## src/rtl/sdram_refresh_ctrl.sv

```systemverilog
// sdram_refresh_ctrl
//   Periodic AUTO REFRESH engine that follows sdram_initialize. After ofin from
//   that block has been seen, the controller owes one refresh every REF_INTERVAL
//   clocks. For each refresh it requests the command bus, issues PRECHARGE ALL,
//   waits TRP, issues AUTO REFRESH, waits TRC, and then releases the bus with a
//   one-cycle ack.
//
//   Optional feature macro: SDRAM_REF_DEBT_EN
//     defined   : multi-refresh debt counter saturating at MAX_DEBT. One grant
//                 drains all owed refreshes back-to-back after a single PRECHARGE.
//     undefined : 1-bit debt. Exactly one AUTO REFRESH per grant. Ticks that
//                 arrive while a refresh is already owed are dropped.
//
//   Ports
//     iclk        system clock, rising edge
//     ireset_n    asynchronous active-low reset
//     iinit_fin   initialisation done, sticky-latched
//     iref_gnt    command bus grant, sampled only while requesting
//     oref_req    bus request, held until oref_ack
//     oref_ack    one-cycle pulse: sequence complete, bus released
//     obusy       high from the PRECHARGE cycle through the ack cycle
//     odebt       number of refreshes currently owed
//     DRAM_*      registered SDRAM command strobes, address and bank
//
//   state  | meaning
//   S_OFF  | waiting for init latch, bus deselected
//   S_IDLE | armed, no refresh owed
//   S_REQ  | oref_req high, waiting for grant
//   S_PRE  | PRECHARGE ALL on the bus
//   S_TRP  | NOPs until tRP has elapsed
//   S_REF  | AUTO REFRESH on the bus
//   S_TRC  | NOPs until tRC has elapsed
//   S_DONE | ack pulse, bus released
module sdram_refresh_ctrl #(
    parameter int REF_INTERVAL = 780,
    parameter int TRP          = 2,
    parameter int TRC          = 7,
    parameter int MAX_DEBT     = 8
) (
    input  logic        iclk,
    input  logic        ireset_n,
    input  logic        iinit_fin,
    input  logic        iref_gnt,
    output logic        oref_req,
    output logic        oref_ack,
    output logic        obusy,
    output logic [3:0]  odebt,
    output logic        DRAM_CS_N,
    output logic        DRAM_RAS_N,
    output logic        DRAM_CAS_N,
    output logic        DRAM_WE_N,
    output logic [12:0] DRAM_ADDR,
    output logic [1:0]  DRAM_BA
);

    localparam int CW   = (REF_INTERVAL > 1) ? $clog2(REF_INTERVAL) : 1;
    localparam int TMAX = (TRP > TRC) ? TRP : TRC;
    localparam int TW   = $clog2(TMAX + 1);

`ifdef SDRAM_REF_DEBT_EN
    localparam int DW    = 4;
    localparam logic BURST = 1'b1;
    localparam logic [DW-1:0] DEBT_CAP = DW'(MAX_DEBT);
`else
    localparam int DW    = 1;
    localparam logic BURST = 1'b0;
    // MAX_DEBT is 1..15, so a 1-bit debt always caps at 1.
    localparam logic [DW-1:0] DEBT_CAP = DW'(MAX_DEBT >= 1);
`endif

    localparam logic [3:0] CMD_DESEL = 4'b1111;
    localparam logic [3:0] CMD_NOP   = 4'b0111;
    localparam logic [3:0] CMD_PRE   = 4'b0010;
    localparam logic [3:0] CMD_AREF  = 4'b0001;

    // Wait states are entered one cycle after the command, so they hold N-2.
    localparam logic [TW-1:0] TRP_LOAD = TW'((TRP > 1) ? TRP - 2 : 0);
    localparam logic [TW-1:0] TRC_LOAD = TW'((TRC > 1) ? TRC - 2 : 0);

    typedef enum logic [2:0] {
        S_OFF, S_IDLE, S_REQ, S_PRE, S_TRP, S_REF, S_TRC, S_DONE
    } state_t;

    state_t          state_q;
    logic [TW-1:0]   tmr_q;
    logic            init_q;
    logic [CW-1:0]   cnt_q;
    logic [DW-1:0]   debt_q, debt_d;
    logic            tick;
    logic            ar_fire;
    logic            more_ref;
    logic [3:0]      cmd_q;
    logic            a10_q;
    logic            req_q, ack_q, busy_q;

    assign tick     = init_q && (cnt_q == CW'(REF_INTERVAL - 1));
    assign more_ref = BURST && (debt_q != '0);

    // High on the edge that puts AUTO REFRESH on the bus; debt decrements here.
    always_comb begin
        ar_fire = 1'b0;
        case (state_q)
            S_PRE:   ar_fire = (TRP == 1);
            S_TRP:   ar_fire = (tmr_q == '0);
            S_REF:   ar_fire = (TRC == 1) && more_ref;
            S_TRC:   ar_fire = (tmr_q == '0) && more_ref;
            default: ar_fire = 1'b0;
        endcase
    end

    always_comb begin
        debt_d = debt_q;
        if (tick && !ar_fire) begin
            if (debt_q != DEBT_CAP) debt_d = debt_q + 1'b1;
        end else if (ar_fire && !tick) begin
            if (debt_q != '0) debt_d = debt_q - 1'b1;
        end
    end

    always_ff @(posedge iclk or negedge ireset_n) begin
        if (!ireset_n) begin
            init_q <= 1'b0;
            cnt_q  <= '0;
            debt_q <= '0;
        end else begin
            init_q <= init_q | iinit_fin;
            if (init_q) cnt_q <= tick ? '0 : cnt_q + 1'b1;
            debt_q <= debt_d;
        end
    end

    always_ff @(posedge iclk or negedge ireset_n) begin
        if (!ireset_n) begin
            state_q <= S_OFF;
            tmr_q   <= '0;
            cmd_q   <= CMD_DESEL;
            a10_q   <= 1'b0;
            req_q   <= 1'b0;
            ack_q   <= 1'b0;
            busy_q  <= 1'b0;
        end else begin
            ack_q <= 1'b0;
            case (state_q)
                S_OFF: begin
                    if (init_q) state_q <= S_IDLE;
                end
                S_IDLE: begin
                    if (debt_q != '0) begin
                        state_q <= S_REQ;
                        req_q   <= 1'b1;
                    end
                end
                S_REQ: begin
                    if (iref_gnt) begin
                        state_q <= S_PRE;
                        cmd_q   <= CMD_PRE;
                        a10_q   <= 1'b1;
                        busy_q  <= 1'b1;
                    end
                end
                S_PRE: begin
                    a10_q <= 1'b0;
                    if (ar_fire) begin
                        state_q <= S_REF;
                        cmd_q   <= CMD_AREF;
                    end else begin
                        state_q <= S_TRP;
                        cmd_q   <= CMD_NOP;
                        tmr_q   <= TRP_LOAD;
                    end
                end
                S_TRP: begin
                    if (ar_fire) begin
                        state_q <= S_REF;
                        cmd_q   <= CMD_AREF;
                    end else begin
                        tmr_q <= tmr_q - 1'b1;
                    end
                end
                S_REF: begin
                    if (ar_fire) begin
                        cmd_q <= CMD_AREF;
                    end else if (TRC == 1) begin
                        state_q <= S_DONE;
                        cmd_q   <= CMD_DESEL;
                        req_q   <= 1'b0;
                        ack_q   <= 1'b1;
                    end else begin
                        state_q <= S_TRC;
                        cmd_q   <= CMD_NOP;
                        tmr_q   <= TRC_LOAD;
                    end
                end
                S_TRC: begin
                    if (ar_fire) begin
                        state_q <= S_REF;
                        cmd_q   <= CMD_AREF;
                    end else if (tmr_q == '0) begin
                        state_q <= S_DONE;
                        cmd_q   <= CMD_DESEL;
                        req_q   <= 1'b0;
                        ack_q   <= 1'b1;
                    end else begin
                        tmr_q <= tmr_q - 1'b1;
                    end
                end
                S_DONE: begin
                    busy_q  <= 1'b0;
                    state_q <= S_IDLE;
                end
                default: begin
                    state_q <= S_OFF;
                    cmd_q   <= CMD_DESEL;
                end
            endcase
        end
    end

    assign {DRAM_CS_N, DRAM_RAS_N, DRAM_CAS_N, DRAM_WE_N} = cmd_q;
    assign DRAM_ADDR = {2'b00, a10_q, 10'b0};
    assign DRAM_BA   = 2'b00;
    assign odebt     = 4'(debt_q);
    assign oref_req  = req_q;
    assign oref_ack  = ack_q;
    assign obusy     = busy_q;

endmodule

```

## config.mk

```make
export PLATFORM = sky130hd
export DESIGN_NAME = sdram_refresh_ctrl
export DESIGN_NICKNAME = d
export VERILOG_FILES = /design/src/rtl/sdram_refresh_ctrl.sv
export SDC_FILE = /design/constraint.sdc
export NUM_CORES = 1
export LEC_CHECK = 0
export CAP_MARGIN = 20
export CORE_AREA = 3 3 56 58
export CTS_BUF_LIST = sky130_fd_sc_hd__clkbuf_4
export CTS_CLUSTER_DIAMETER = 150
export DETAILED_ROUTE_END_ITERATION = 10
export DIE_AREA = 0 0 59 61
export PLACE_DENSITY = 0.9
export SLEW_MARGIN = 30
export SYNTH_ARGS = -nofsm -noshare
export SYNTH_HDL_FRONTEND = slang
export SYNTH_SLANG_ARGS = --single-unit
```

## constraint.sdc

```tcl
create_clock -name iclk -period 3.2 [get_ports iclk]
set_input_delay 0.64 -clock iclk [delete_from_list [all_inputs] [get_ports iclk]]
set_output_delay 0.64 -clock iclk [all_outputs]
set_load 0.02 [all_outputs]
```

==> summary.txt <==
Logic synthesis
  • Sequential fraction of the synthesis area: 0.433
  • Flops & latches, synth: 26
  • Synthesized area: 1520 µm²
  • Post-synth EDFFs: 0
  • Ys flop type: dfrtp_1
  • Cell variety after synth: 47
  • FFs w/ async S/R, synth: 1.00
  • Post-Synthesis Cells: 157
  • Yosys warns: 0
  • Syn Area/Cell: 9.65 µm²

Worst hold path
  • Hold WC Path Type: flip-flop to flip-flop
  • WHS Path Cells: 2

Critical path
  • Delay-heaviest family, CP: buffers and inverters
  • CP max stage cell: clkdlybuf4s50_1
  • Worst reg-to-reg path cell count: 7
  • Crit path cell chain: clkdlybuf4s50_1
  • Setup CP Type: flip-flop to primary output
  • Required @ worst endpoint: 2560 ps
  • Critical Path Max Stage Delay: 620 ps
  • Crit path depth: 1
  • Critical Path AT: 1530 ps
  • Worst-path fanout max: 5
  • CP Capture Type: primary output
  • Worst setup SP type: flip-flop
  • CP Buf/Inv Count: 1

GRT
  • Largest net degree at the start of global routing: 27
  • Tot GR Track Use: 0.175
  • Antenna violations before repair: 0
  • First-pass GRT wire length: 4820 µm
  • Remaining Overflow, GRT: 0
  • Vias in the first global route: 1123

Cells and area
  • Share of layout cells above drive strength 1: 0.110
  • Area of the multi-input gates: 714 µm²
  • Commonest non-fill, non-tap cell in the layout: dfrtp_1
  • Register Area: 656 µm²
  • Commonest cells after routing, fill and taps aside: dfrtp_1, conb_1, clkdlybuf4s50_1
  • # diodes: 0
  • Layout Cells excl Fill: 195
  • Fin nets: 173
  • Layout fillers: 249
  • Area Overhead vs Synth: 5.12%

Routing
  • Per-cell routed wire length: 14.8 µm
  • DR WL met2: 1570 µm
  • Antenna violation net count after detailed routing: 0
  • Vias per Instance: 5.85
  • DR top layer: met4
  • First DRT Iteration DRCs: 60
  • Routed wl met3: 139 µm
  • Number of remaining DRC errors: 0
  • TritonRoute pass-1 iters: 4
  • WL met1: 1160 µm
  • Via count: 1141
  • Total Wirelength: 2890 µm

STA
  • Rel. slew slack: 0.607
  • Final Setup Violations: 0
  • Setup TNS: 0 ps
  • Slew @ Worst Pin: 590 ps
  • Hold Slack: 500 ps
  • Fmax: 0.462 GHz
  • Final period utilization: 0.677
  • Pins Over Slew Limit: 0
  • Fin. Hold Viols: 0
  • Tmin final: 2170 ps
  • RSZ-0062 raised after global routing: no
  • Worst clock skew: 1.86 ps

Placement
  • Port Buffer Count: 12
  • RePlAce Congestion: 0.908
  • Placed insts: 191
  • Placed wire-length estimate: 2190 µm

Floorplan
  • Die width: 59 µm
  • Initial cell density of the core: 0.559
  • Chip Height: 61 µm
  • Die area: 3600 µm²
  • I/O Pins: 30
  • Core Footprint: 2710 µm²
  • Core Rows: 19

Clock network
  • H-tree lvl count: 1
  • CTS tree: done
  • Clk sinks: 26
  • PostCTS Resize Cnt: 0
  • Maximum root-to-sink buffer count: 2
  • Postcts setup bufs: 0
  • Worst-skew pair later-pin latency: 310 ps
  • CTS clk-pin slew, worst paths: 130 ps
  • CTS root buf: clkbuf_4
  • Total CTS buffers: 3
  • Hold_buf cts: 0

Power and ir drop
  • Worst vdd ir: 384 µV
  • Design Power: 0.716 mW
  • P_leak: 0.693 nW
  • Power Dens Cells: 449 nW/µm²

Status
  • Outcome: finished, final reports clean

Job
  • Max-cap violation count: 0
## layout make-up
class	count	share of cell area
clock inverter	1	0.00236
tap	31	0.0244
multi-input combinational	113	0.449
timing repair buffer	13	0.0801
clock buffer	3	0.0141
inverter	8	0.0189
sequential	26	0.412
## metal layers
layer	vias up	GRT usage
met5	-	0
met4	0	0.0583
met3	2	0.0298
met2	44	0.328
met1	568	0.201
li1	527	-
## registers in the layout, summed over array words and instances (netlist names)
| register | flops |
|---|---|
| tmr_q | 3 |
| cmd_q | 4 |
| debt_q | 1 |
| cnt_q | 10 |
| init_q | 1 |
| state_q | 3 |
| oref_req | 1 |
| obusy | 1 |
| oref_ack | 1 |
| a10_q | 1 |
## through the flow
stage | util | setup WS [ps] | area [µm²]
finish | 0.588 | 1030 | 1590
global route | 0.588 | 971 | 1590
CTS | 0.588 | 1030 | 1590
detailed placement | 0.578 | 1250 | 1570
global placement | 0.578 | 1300 | 1570
floorplan | - | 1360 | 1580
## final timing paths
path,start,slack (ps),end
min in group asynchronous,ireset_n,660,init_q$_DFF_PN0_
worst min-delay path,cmd_q[0]$_DFFE_PN1P_,500,cmd_q[0]$_DFFE_PN1P_
max in group asynchronous,ireset_n,2240,cmd_q[0]$_DFFE_PN1P_
worst max register to register,tmr_q[0]$_DFFE_PN0P_,1210,debt_q$_DFFE_PN0P_
worst min register to register,cmd_q[0]$_DFFE_PN1P_,500,cmd_q[0]$_DFFE_PN1P_
worst max-delay path,cmd_q[2]$_DFFE_PN1P_,1030,DRAM_RAS_N
## power by group
group / total [mW] / switching, mW / leakage [nW] / internal (mW)
sequential: 0.432 / 0.0593 / 0.320 / 0.373
combinational: 0.145 / 0.0892 / 0.358 / 0.0561
clock: 0.139 / 0.0929 / 0.0154 / 0.0456
total: 0.716 / 0.241 / 0.693 / 0.474
## worst reg2reg max path, stage by stage, from the launching register on
cell and delay (ps):
dfrtp_1 430, inv_1 120, ha_1 220, nand2b_1 160, nor3_1 260, nand2_1 100
ha_1 280, mux2_2 320
## synth_stat cells (4+ instances only)
cell type | instances | area, µm²
ha_1 | 4 | 50.1
nand3_1 | 4 | 20.0
nor2_1 | 8 | 30.0
clkbuf_1 | 4 | 15.0
xnor2_1 | 4 | 35.0
dfrtp_1 | 22 | 551
buf_4 | 20 | 150
xor2_1 | 4 | 35.0
nand2_1 | 9 | 33.8
inv_1 | 7 | 26.3
a21oi_1 | 8 | 40.0
nor3_1 | 4 | 20.0
o21ai_0 | 8 | 40.0
dfstp_2 | 4 | 105
## cell families (layout without fill, tap and decap cells)
family / Yosys count / after routing / synth area share
AND/OR/NAND/NOR: 45 / 45 / 0.173
other: 1 / 17 / 0.00247
buffers and inverters: 34 / 25 / 0.135
multiplexers: 4 / 4 / 0.0281
AO/OA/AOI/OAI: 35 / 35 / 0.149
adder cells (fa/ha/maj): 4 / 4 / 0.0330
XOR/XNOR: 8 / 8 / 0.0462
flip-flops: 26 / 26 / 0.433
No activity file was read; power rests on OpenSTA's default activity.
